## src/rtl/instr_fetch_unit_if.sv

```systemverilog
// Handshake bundle between the fetch unit, instruction memory and the decode/control path.
// The master side is the fetch unit; the slave side is memory plus decode.
interface instr_fetch_unit_if;
   logic        imem_req_valid;
   logic        imem_req_ready;
   logic [31:0] imem_addr;
   logic        imem_rsp_valid;
   logic [31:0] imem_rsp_data;
   logic        instr_valid;
   logic        instr_ready;
   logic [31:0] instr;
   logic [5:0]  op;
   logic [5:0]  funct;
   logic [31:0] pc_plus4;
   logic        pc_source;
   logic        jump;
   logic [31:0] branch_imm;

   modport master (
      output imem_req_valid, imem_addr, instr_valid, instr, op, funct, pc_plus4,
      input  imem_req_ready, imem_rsp_valid, imem_rsp_data, instr_ready,
             pc_source, jump, branch_imm
   );

   modport slave (
      input  imem_req_valid, imem_addr, instr_valid, instr, op, funct, pc_plus4,
      output imem_req_ready, imem_rsp_valid, imem_rsp_data, instr_ready,
             pc_source, jump, branch_imm
   );
endinterface

```

## src/rtl/instr_fetch_unit.sv

```systemverilog
// MIPS instruction fetch: single outstanding imem read, one buffered instruction to decode.
// Optional FETCH_PERF_CNT_EN adds fetch_count / redirect_count performance counters.
module instr_fetch_unit #(
   parameter logic [31:0] RESET_PC = 32'h0000_0000
) (
   input  logic                clk,
   input  logic                reset,
   instr_fetch_unit_if.master  bus
`ifdef FETCH_PERF_CNT_EN
   ,
   output logic [31:0]         fetch_count,
   output logic [31:0]         redirect_count
`endif
);

   typedef enum logic [1:0] {
      S_REQ  = 2'd0,
      S_WAIT = 2'd1,
      S_FULL = 2'd2
   } state_t;

   state_t      state;
   logic [31:0] pc;
   logic [31:0] instr_q;
   logic        instr_valid_q;
   logic [31:0] pc_plus4;
   logic [31:0] next_pc;
   logic        handshake;

   assign pc_plus4  = pc + 32'd4;
   assign handshake = (state == S_FULL) && bus.instr_ready;

   // NOTE: every signal written in always_comb gets a default first so no path can infer a latch.
   always_comb begin
      next_pc = pc_plus4;
      if (bus.jump)
         next_pc = {pc_plus4[31:28], instr_q[25:0], 2'b00};
      else if (bus.pc_source)
         next_pc = pc_plus4 + (bus.branch_imm << 2);
   end

   // NOTE: sequential state uses non-blocking assignments so all flops update from pre-edge values.
   always_ff @(posedge clk) begin
      if (reset) begin
         state         <= S_REQ;
         pc            <= RESET_PC;
         instr_q       <= '0;
         instr_valid_q <= 1'b0;
      end else begin
         case (state)
            S_REQ: begin
               if (bus.imem_req_ready)
                  state <= S_WAIT;
            end
            S_WAIT: begin
               if (bus.imem_rsp_valid) begin
                  instr_q       <= bus.imem_rsp_data;
                  instr_valid_q <= 1'b1;
                  state         <= S_FULL;
               end
            end
            // Responses arriving in S_FULL or S_REQ are stale and deliberately dropped.
            S_FULL: begin
               if (bus.instr_ready) begin
                  pc            <= next_pc;
                  instr_valid_q <= 1'b0;
                  state         <= S_REQ;
               end
            end
            default: state <= S_REQ;
         endcase
      end
   end

   // Request is decoded from state but masked during reset so nothing is issued mid-reset.
   assign bus.imem_req_valid = (state == S_REQ) && !reset;
   assign bus.imem_addr      = {pc[31:2], 2'b00};
   assign bus.instr_valid    = instr_valid_q;
   assign bus.instr          = instr_q;
   assign bus.op             = instr_q[31:26];
   assign bus.funct          = instr_q[5:0];
   assign bus.pc_plus4       = pc_plus4;

`ifdef FETCH_PERF_CNT_EN
   always_ff @(posedge clk) begin
      if (reset) begin
         fetch_count    <= '0;
         redirect_count <= '0;
      end else if (handshake) begin
         fetch_count <= fetch_count + 32'd1;
         if (bus.jump || bus.pc_source)
            redirect_count <= redirect_count + 32'd1;
      end
   end
`else
   // Without counters the handshake term has no consumer.
   logic unused_handshake;
   assign unused_handshake = handshake;
`endif

endmodule

```

## src/flat_wrapper.sv

```systemverilog
// flat-port wrapper written by rule: the top's interface ports become plain ports
module instr_fetch_unit_flat 
#(
   parameter logic [31:0] RESET_PC = 32'h0000_0000
)
  (clk, reset, bus_imem_req_valid, bus_imem_addr, bus_instr_valid, bus_instr, bus_op, bus_funct, bus_pc_plus4, bus_imem_req_ready, bus_imem_rsp_valid, bus_imem_rsp_data, bus_instr_ready, bus_pc_source, bus_jump, bus_branch_imm);
  instr_fetch_unit_if bus_i ();
  input  logic clk;
  input  logic reset;
  output wire logic [$bits(bus_i.imem_req_valid)-1:0] bus_imem_req_valid;
  output wire logic [$bits(bus_i.imem_addr)-1:0] bus_imem_addr;
  output wire logic [$bits(bus_i.instr_valid)-1:0] bus_instr_valid;
  output wire logic [$bits(bus_i.instr)-1:0] bus_instr;
  output wire logic [$bits(bus_i.op)-1:0] bus_op;
  output wire logic [$bits(bus_i.funct)-1:0] bus_funct;
  output wire logic [$bits(bus_i.pc_plus4)-1:0] bus_pc_plus4;
  input wire logic [$bits(bus_i.imem_req_ready)-1:0] bus_imem_req_ready;
  input wire logic [$bits(bus_i.imem_rsp_valid)-1:0] bus_imem_rsp_valid;
  input wire logic [$bits(bus_i.imem_rsp_data)-1:0] bus_imem_rsp_data;
  input wire logic [$bits(bus_i.instr_ready)-1:0] bus_instr_ready;
  input wire logic [$bits(bus_i.pc_source)-1:0] bus_pc_source;
  input wire logic [$bits(bus_i.jump)-1:0] bus_jump;
  input wire logic [$bits(bus_i.branch_imm)-1:0] bus_branch_imm;
  assign bus_imem_req_valid = bus_i.imem_req_valid;
  assign bus_imem_addr = bus_i.imem_addr;
  assign bus_instr_valid = bus_i.instr_valid;
  assign bus_instr = bus_i.instr;
  assign bus_op = bus_i.op;
  assign bus_funct = bus_i.funct;
  assign bus_pc_plus4 = bus_i.pc_plus4;
  assign bus_i.imem_req_ready = bus_imem_req_ready;
  assign bus_i.imem_rsp_valid = bus_imem_rsp_valid;
  assign bus_i.imem_rsp_data = bus_imem_rsp_data;
  assign bus_i.instr_ready = bus_instr_ready;
  assign bus_i.pc_source = bus_pc_source;
  assign bus_i.jump = bus_jump;
  assign bus_i.branch_imm = bus_branch_imm;
  instr_fetch_unit #(.RESET_PC(RESET_PC)) u_core (.clk(clk), .reset(reset), .bus(bus_i));
endmodule
```

## config.mk

```make
export PLATFORM = sky130hd
export DESIGN_NAME = instr_fetch_unit_flat
export DESIGN_NICKNAME = d
export VERILOG_FILES = /design/src/rtl/instr_fetch_unit_if.sv /design/src/rtl/instr_fetch_unit.sv /design/src/flat_wrapper.sv
export SDC_FILE = /design/constraint.sdc
export NUM_CORES = 1
export LEC_CHECK = 0
export ABC_AREA = 1
export BUFFER_PORTS_ARGS = -buffer_cell sky130_fd_sc_hd__buf_2
export CORE_ASPECT_RATIO = 0.9
export CORE_MARGIN = 2
export CORE_UTILIZATION = 48
export DETAILED_ROUTE_END_ITERATION = 8
export HOLD_SLACK_MARGIN = 0.05
export PLACE_DENSITY = 0.76
export SLEW_MARGIN = 20
export SYNTH_ARGS = -nofsm -noshare
export SYNTH_HDL_FRONTEND = slang
export SYNTH_SLANG_ARGS = --single-unit
export TNS_END_PERCENT = 10
```

## constraint.sdc

```tcl
create_clock -name clk -period 2.7 [get_ports clk]
set_input_delay 0.405 -clock clk [delete_from_list [all_inputs] [get_ports clk]]
set_output_delay 0.405 -clock clk [all_outputs]
set_load 0.01 [all_outputs]
```

### After elaboration in Yosys (flattened, before gate mapping)

Cells that the tools add are included.

* register bits: 67
* output and inout port bits: 110
* logic and storage cells: 28

* $add $sub $neg: 2
* equality and inequality tests: 5
* mux-type cells: 9
* reductions and logical operators: 8

Operators by type and width (number)
* 32-bit two-way mux: 2
* 32-bit by 3-bit adder with 32-bit output (second input constant): 1
* 32-bit adder: 1
* 2-bit two-way mux: 3
* 2-bit != test (second input constant): 3
* 2-bit case mux with 3 select lines: 1
* 3-bit AND reduction: 2
* 2-bit AND reduction: 2
* 2-bit by 1-bit == test with 1-bit output (second input constant): 1
* 2-bit == test (second input constant): 1
* 2-bit logical NOT: 1
* 1-bit two-way mux: 2
* 1-bit case mux with 2 select lines: 1
* 2-bit nonzero test: 1
* 1-bit logical AND: 1
* 1-bit logical NOT: 1

### Logic depth before layout (Yosys ltp)

* word-level depth: 4
* depth in mapped cells: 25
* mapped depth without buffers: 25

### Worst setup path before layout

No wires, ideal clock.

* path kind: reg2reg
* start: reg u_core.pc[2]
* end: reg u_core.pc[18]
* data arrival time: 2.725 ns
* required time: 2.581 ns
* path slack: -0.145 ns
* stages on the path, launching flop included: 17
* buffers on the path: 0
* clock period less this slack: 2.845 ns
* cell sequence: dfxtp_1 > ha_1 > nand3_2 > nor2_1 > nand2_1 > nor2_4 > xnor2_1 > inv_1 > ha_1 > nand2_1 > nor2_1 > inv_1 > nor3_1 > a21oi_1 > or2_2 > nand3_1 > a21oi_1

* cells in the longest elaborated chain, start to end: 4

RTL lines
* from (decl): RTL line instr_fetch_unit.sv:23 `logic [31:0] pc;`
* from (signal assigned): RTL line instr_fetch_unit.sv:65 `pc <= next_pc;`
* 32-bit by 3-bit adder with 32-bit output: RTL line instr_fetch_unit.sv:30 `assign pc_plus4 = pc + 32'd4;`
* net bus_pc_plus4[16]: RTL line flat_wrapper.sv:16 `output wire logic [$bits(bus_i.pc_plus4)-1:0] bus_pc_plus4;`
* 32-bit adder: RTL line instr_fetch_unit.sv:39 `next_pc = pc_plus4 + (bus.branch_imm << 2);`
* 32-bit two-way mux: RTL line instr_fetch_unit.sv:38 `else if (bus.pc_source)`
* 32-bit two-way mux: RTL line instr_fetch_unit.sv:36 `if (bus.jump)`

The timed path passes the listed nets, and every way through them passes these cells.
A chain may end at the register's enable or synchronous reset.

### Worst setup path in the final report

* start: reg u_core.pc[3]
* end: reg u_core.pc[20]

* cells in the longest elaborated chain, start to end: 4

RTL lines (RTL line)
* 32-bit by 3-bit adder with 32-bit output *: instr_fetch_unit.sv:30
* 32-bit adder: instr_fetch_unit.sv:39
* 32-bit two-way mux *: instr_fetch_unit.sv:38
* 32-bit two-way mux *: instr_fetch_unit.sv:36

Every way passes the cells marked *; elsewhere a longest branch is shown, timed or not.

==> reports/metrics.cfg <==
[power_and_ir_drop]
vdd_drop_max_uv = 360
leakage_nw = 5.18
power.density_nw_per_um2 = 327

[sta]
period_share = 1.13
setup_ws_ns = -0.350
fin_skew_ns = 0.00871
worst_slew_pin_slew_ns = 0.551
rsz0062_at_grt = true
fin_crit_ns = 3.05
relSlewSlack = 0.632
drv_slew = 0
hold_ws_ns = 0.282
fmax_mhz = 328
setup_viol = 23
final_hold_viol_count = 0

[finish]
final_cell_mix = nand2_1 (207), buf_2 (174), buf_4 (157), inv_1 (124), nor2_1 (102)
nets = 1428
diodes = 0
finalNonFillerCells = 1485
fillers = 794
mostFrequentLayoutCell = nand2_1
area_delta_synth_final_pct = 59.8
drive_gt1_frac = 0.451
final_area_sq_um = 9520

[placed_design]
placed_area_sq_um = 7950
place_congestion = 0.989
dp_cells = 1449
portBuffers = 174
dp_hpwl_mm = 17.1

[setup_path]
cp-end-kind = register
path_common_cell = nand2_1
crit_cells = 18
worst_path_max_delay_cell = dfxtp_4
crit_buf_inv = 2
crit_fanout = 5
r2r_setup_slack_ns = -0.35
crit_start = u_core.pc[3]$_SDFFE_PP0P_
arrival_ns = 3.31
critical_path.top_delay_family = simple AND/OR/NAND/NOR gates
cp_slowest_stage_delay_ns = 0.38
critPathKind = register to register
worstRegToRegCells = 18
timing.rr.start = u_core.pc[3]$_SDFFE_PP0P_
cp_cell_sequence = buf_6 -> nand2_8 -> nor2_4 -> nand2_4 -> nor2_4 -> xor2_1 -> buf_4 -> ha_4 -> nand2_1 -> nand2_1 -> nand2_1 -> nand2_1 -> nand3b_1 -> nand3_2 -> nand3_1 -> nand2_1 -> nand3_1 -> a21oi_1
worstReg2RegEnd = u_core.pc[20]$_SDFFE_PP0P_
cp.required_ns = 2.96
worstSetupStartpointType = register

[logic_synthesis]
synth_edf_count = 0
postSynthCellCount = 1005
yosys_warnings = 0
synth_flop_cell = dfxtp_1
netlist_area_sq_um = 5960
async_flop_share = 0
ys_seq_area_frac = 0.218
ys_types = 45
synth-seq-cells = 65
syn_area_per_cell_sq_um = 5.93

[drt]
drc = 0
avgViaCountPerCell = 5.83
wl_per_cell_microns = 18.7
ant_nets = 0
drt_wl_total_mm = 27.7
first_pass_iters = 6
vias = 8652
initialDrtViolationCount = 1286

[clocking]
clk_latency_ns = 0.34
cts_tree = done
cts_buffer_depth = 2
cts_hold_buf = 0
path_clk_slew_ns = 0.06
cts_sinks = 65
htree_levels = 3
root_buffer = clkbuf_16
cts_buffers = 9

[floorplanning]
die_h_microns = 110
core.rowCount = 38
core-area_sq_um = 12100
die_area_sq_um = 13300
initial_core_util = 0.493
io_pins = 181
dieWidth_microns = 121

[min_path]
hold_path_depth = 3
min_from = bus_imem_rsp_data[28]
hold_path.class = input port to register
hold_end = u_core.bus.instr[28]$_SDFFE_PP0P_

[grt]
grt_usage = 0.342
grt_overflow = 0
grt_pass1_wl_mm = 35.4
first_global_vias = 7168
grt_max_degree = 32
antenna_found_initial = 0

[outcome]
failed_checks = setup timing
status = finished, violations left

[run]
maxCapViolCount = 0

-- worst max path at each step --
stage / end / slack, ns
CTS: u_core.pc[30]$_SDFFE_PP0P_ / -0.03
floorplan: u_core.pc[13]$_SDFFE_PP0P_ / -0.002
finish: u_core.pc[20]$_SDFFE_PP0P_ / -0.35
global route: u_core.pc[20]$_SDFFE_PP0P_ / -0.41
global placement: u_core.pc[30]$_SDFFE_PP0P_ / -0.11
detailed placement: u_core.pc[28]$_SDFFE_PP0P_ / -0.16
-- Yosys cell counts, types with 3 or more instances --
| cell type | n | area share |
|---|---|---|
| nand3_1 | 66 | 0.055 |
| nand3_2 | 3 | 0.0050 |
| inv_1 | 138 | 0.087 |
| and2_1 | 3 | 0.0032 |
| o21ai_0 | 69 | 0.058 |
| xnor2_1 | 3 | 0.0044 |
| nor2_4 | 3 | 0.0057 |
| buf_4 | 16 | 0.020 |
| o21ai_1 | 10 | 0.0084 |
| a21oi_1 | 76 | 0.064 |
| nand3b_1 | 6 | 0.0076 |
| nand2_1 | 264 | 0.17 |
| nor2_2 | 6 | 0.0063 |
| a31oi_1 | 4 | 0.0042 |
| nor3_1 | 7 | 0.0059 |
| inv_2 | 3 | 0.0019 |
| or2_2 | 3 | 0.0032 |
| nor3_2 | 6 | 0.010 |
| clkbuf_1 | 16 | 0.010 |
| nand2_2 | 5 | 0.0053 |
| ha_1 | 36 | 0.076 |
| a21o_1 | 5 | 0.0063 |
| nor2_1 | 129 | 0.081 |
| dfxtp_1 | 65 | 0.22 |
| nand2_4 | 3 | 0.0057 |
| o21bai_1 | 6 | 0.0076 |
| buf_2 | 6 | 0.0050 |
| xor2_1 | 11 | 0.016 |
| a21oi_2 | 3 | 0.0044 |
| nand4_1 | 12 | 0.013 |
-- registers in the layout, indices dropped and copies added (netlist names) --
signal,cells
u_core.state,2
u_core.bus.instr_valid,1
u_core.bus.instr,32
u_core.pc,30
-- metrics by stage --
stage               setup TNS, ns  utilization  power [mW]  setup WS (ns)
global route                -5.70        0.788        3.23         -0.406
global placement           -0.919        0.658        1.71         -0.110
finish                      -3.66        0.788        3.12         -0.350
CTS                        -0.175        0.716        2.96        -0.0288
floorplan                -0.00152            -        1.42       -0.00152
detailed placement          -1.66        0.658        1.72         -0.157
-- power breakdown --
| part | internal, mW | total, mW | switching (mW) |
|---|---|---|---|
| combinational | 0.354 | 0.844 | 0.491 |
| sequential | 1.00 | 1.05 | 0.0482 |
| clock | 0.731 | 1.22 | 0.490 |
| total | 2.09 | 3.12 | 1.03 |
-- worst reg2reg max path: stages, from the launching register on --
cell	delay (ns)
dfxtp_4	0.38
buf_6	0.12
nand2_8	0.07
nor2_4	0.14
nand2_4	0.11
nor2_4	0.19
xor2_1	0.24
buf_4	0.21
ha_4	0.22
nand2_1	0.09
nand2_1	0.08
nand2_1	0.08
nand2_1	0.06
nand3b_1	0.29
nand3_2	0.16
nand3_1	0.10
nand2_1	0.09
nand3_1	0.16
a21oi_1	0.19
-- area by class of cell --
class / instances / area (sq um) / share of cell area
clock buffer: 9 / 225 / 0.0237
clock inverter: 7 / 82.6 / 0.00868
inverter: 144 / 548 / 0.0576
multi-input combinational: 759 / 4970 / 0.522
sequential: 65 / 1330 / 0.140
tap: 160 / 200 / 0.0210
timing repair buffer: 341 / 2160 / 0.227
-- metal layers --
metal	routed length [microns]	global-route usage	part of all wire	up-vias
met5	0	0	0	-
li1	-	-	-	3846
met3	3260	0.0498	0.12	197
met1	10300	0.457	0.37	3855
met2	12400	0.547	0.45	754
met4	1790	0.159	0.064	0
-- timing repair --
action	CTS	global route
resized for setup	76	183
pin swaps	27	73
setup endpoints to repair	24	27
setup buffers	8	12
-- kinds of logic after synthesis --
family                     count (synthesis)  share of synthesized area
and+or+nand+nor                          521                      0.387
xor gates and xnor gates                  14                     0.0206
buffers and inverters                    184                      0.128
AOI/OAI and AO/OA                        183                      0.167
DFF                                       65                      0.218
other                                      1                   0.000630
adders and majority gates                 37                     0.0790
No activity file was read; power rests on OpenSTA's default activity.
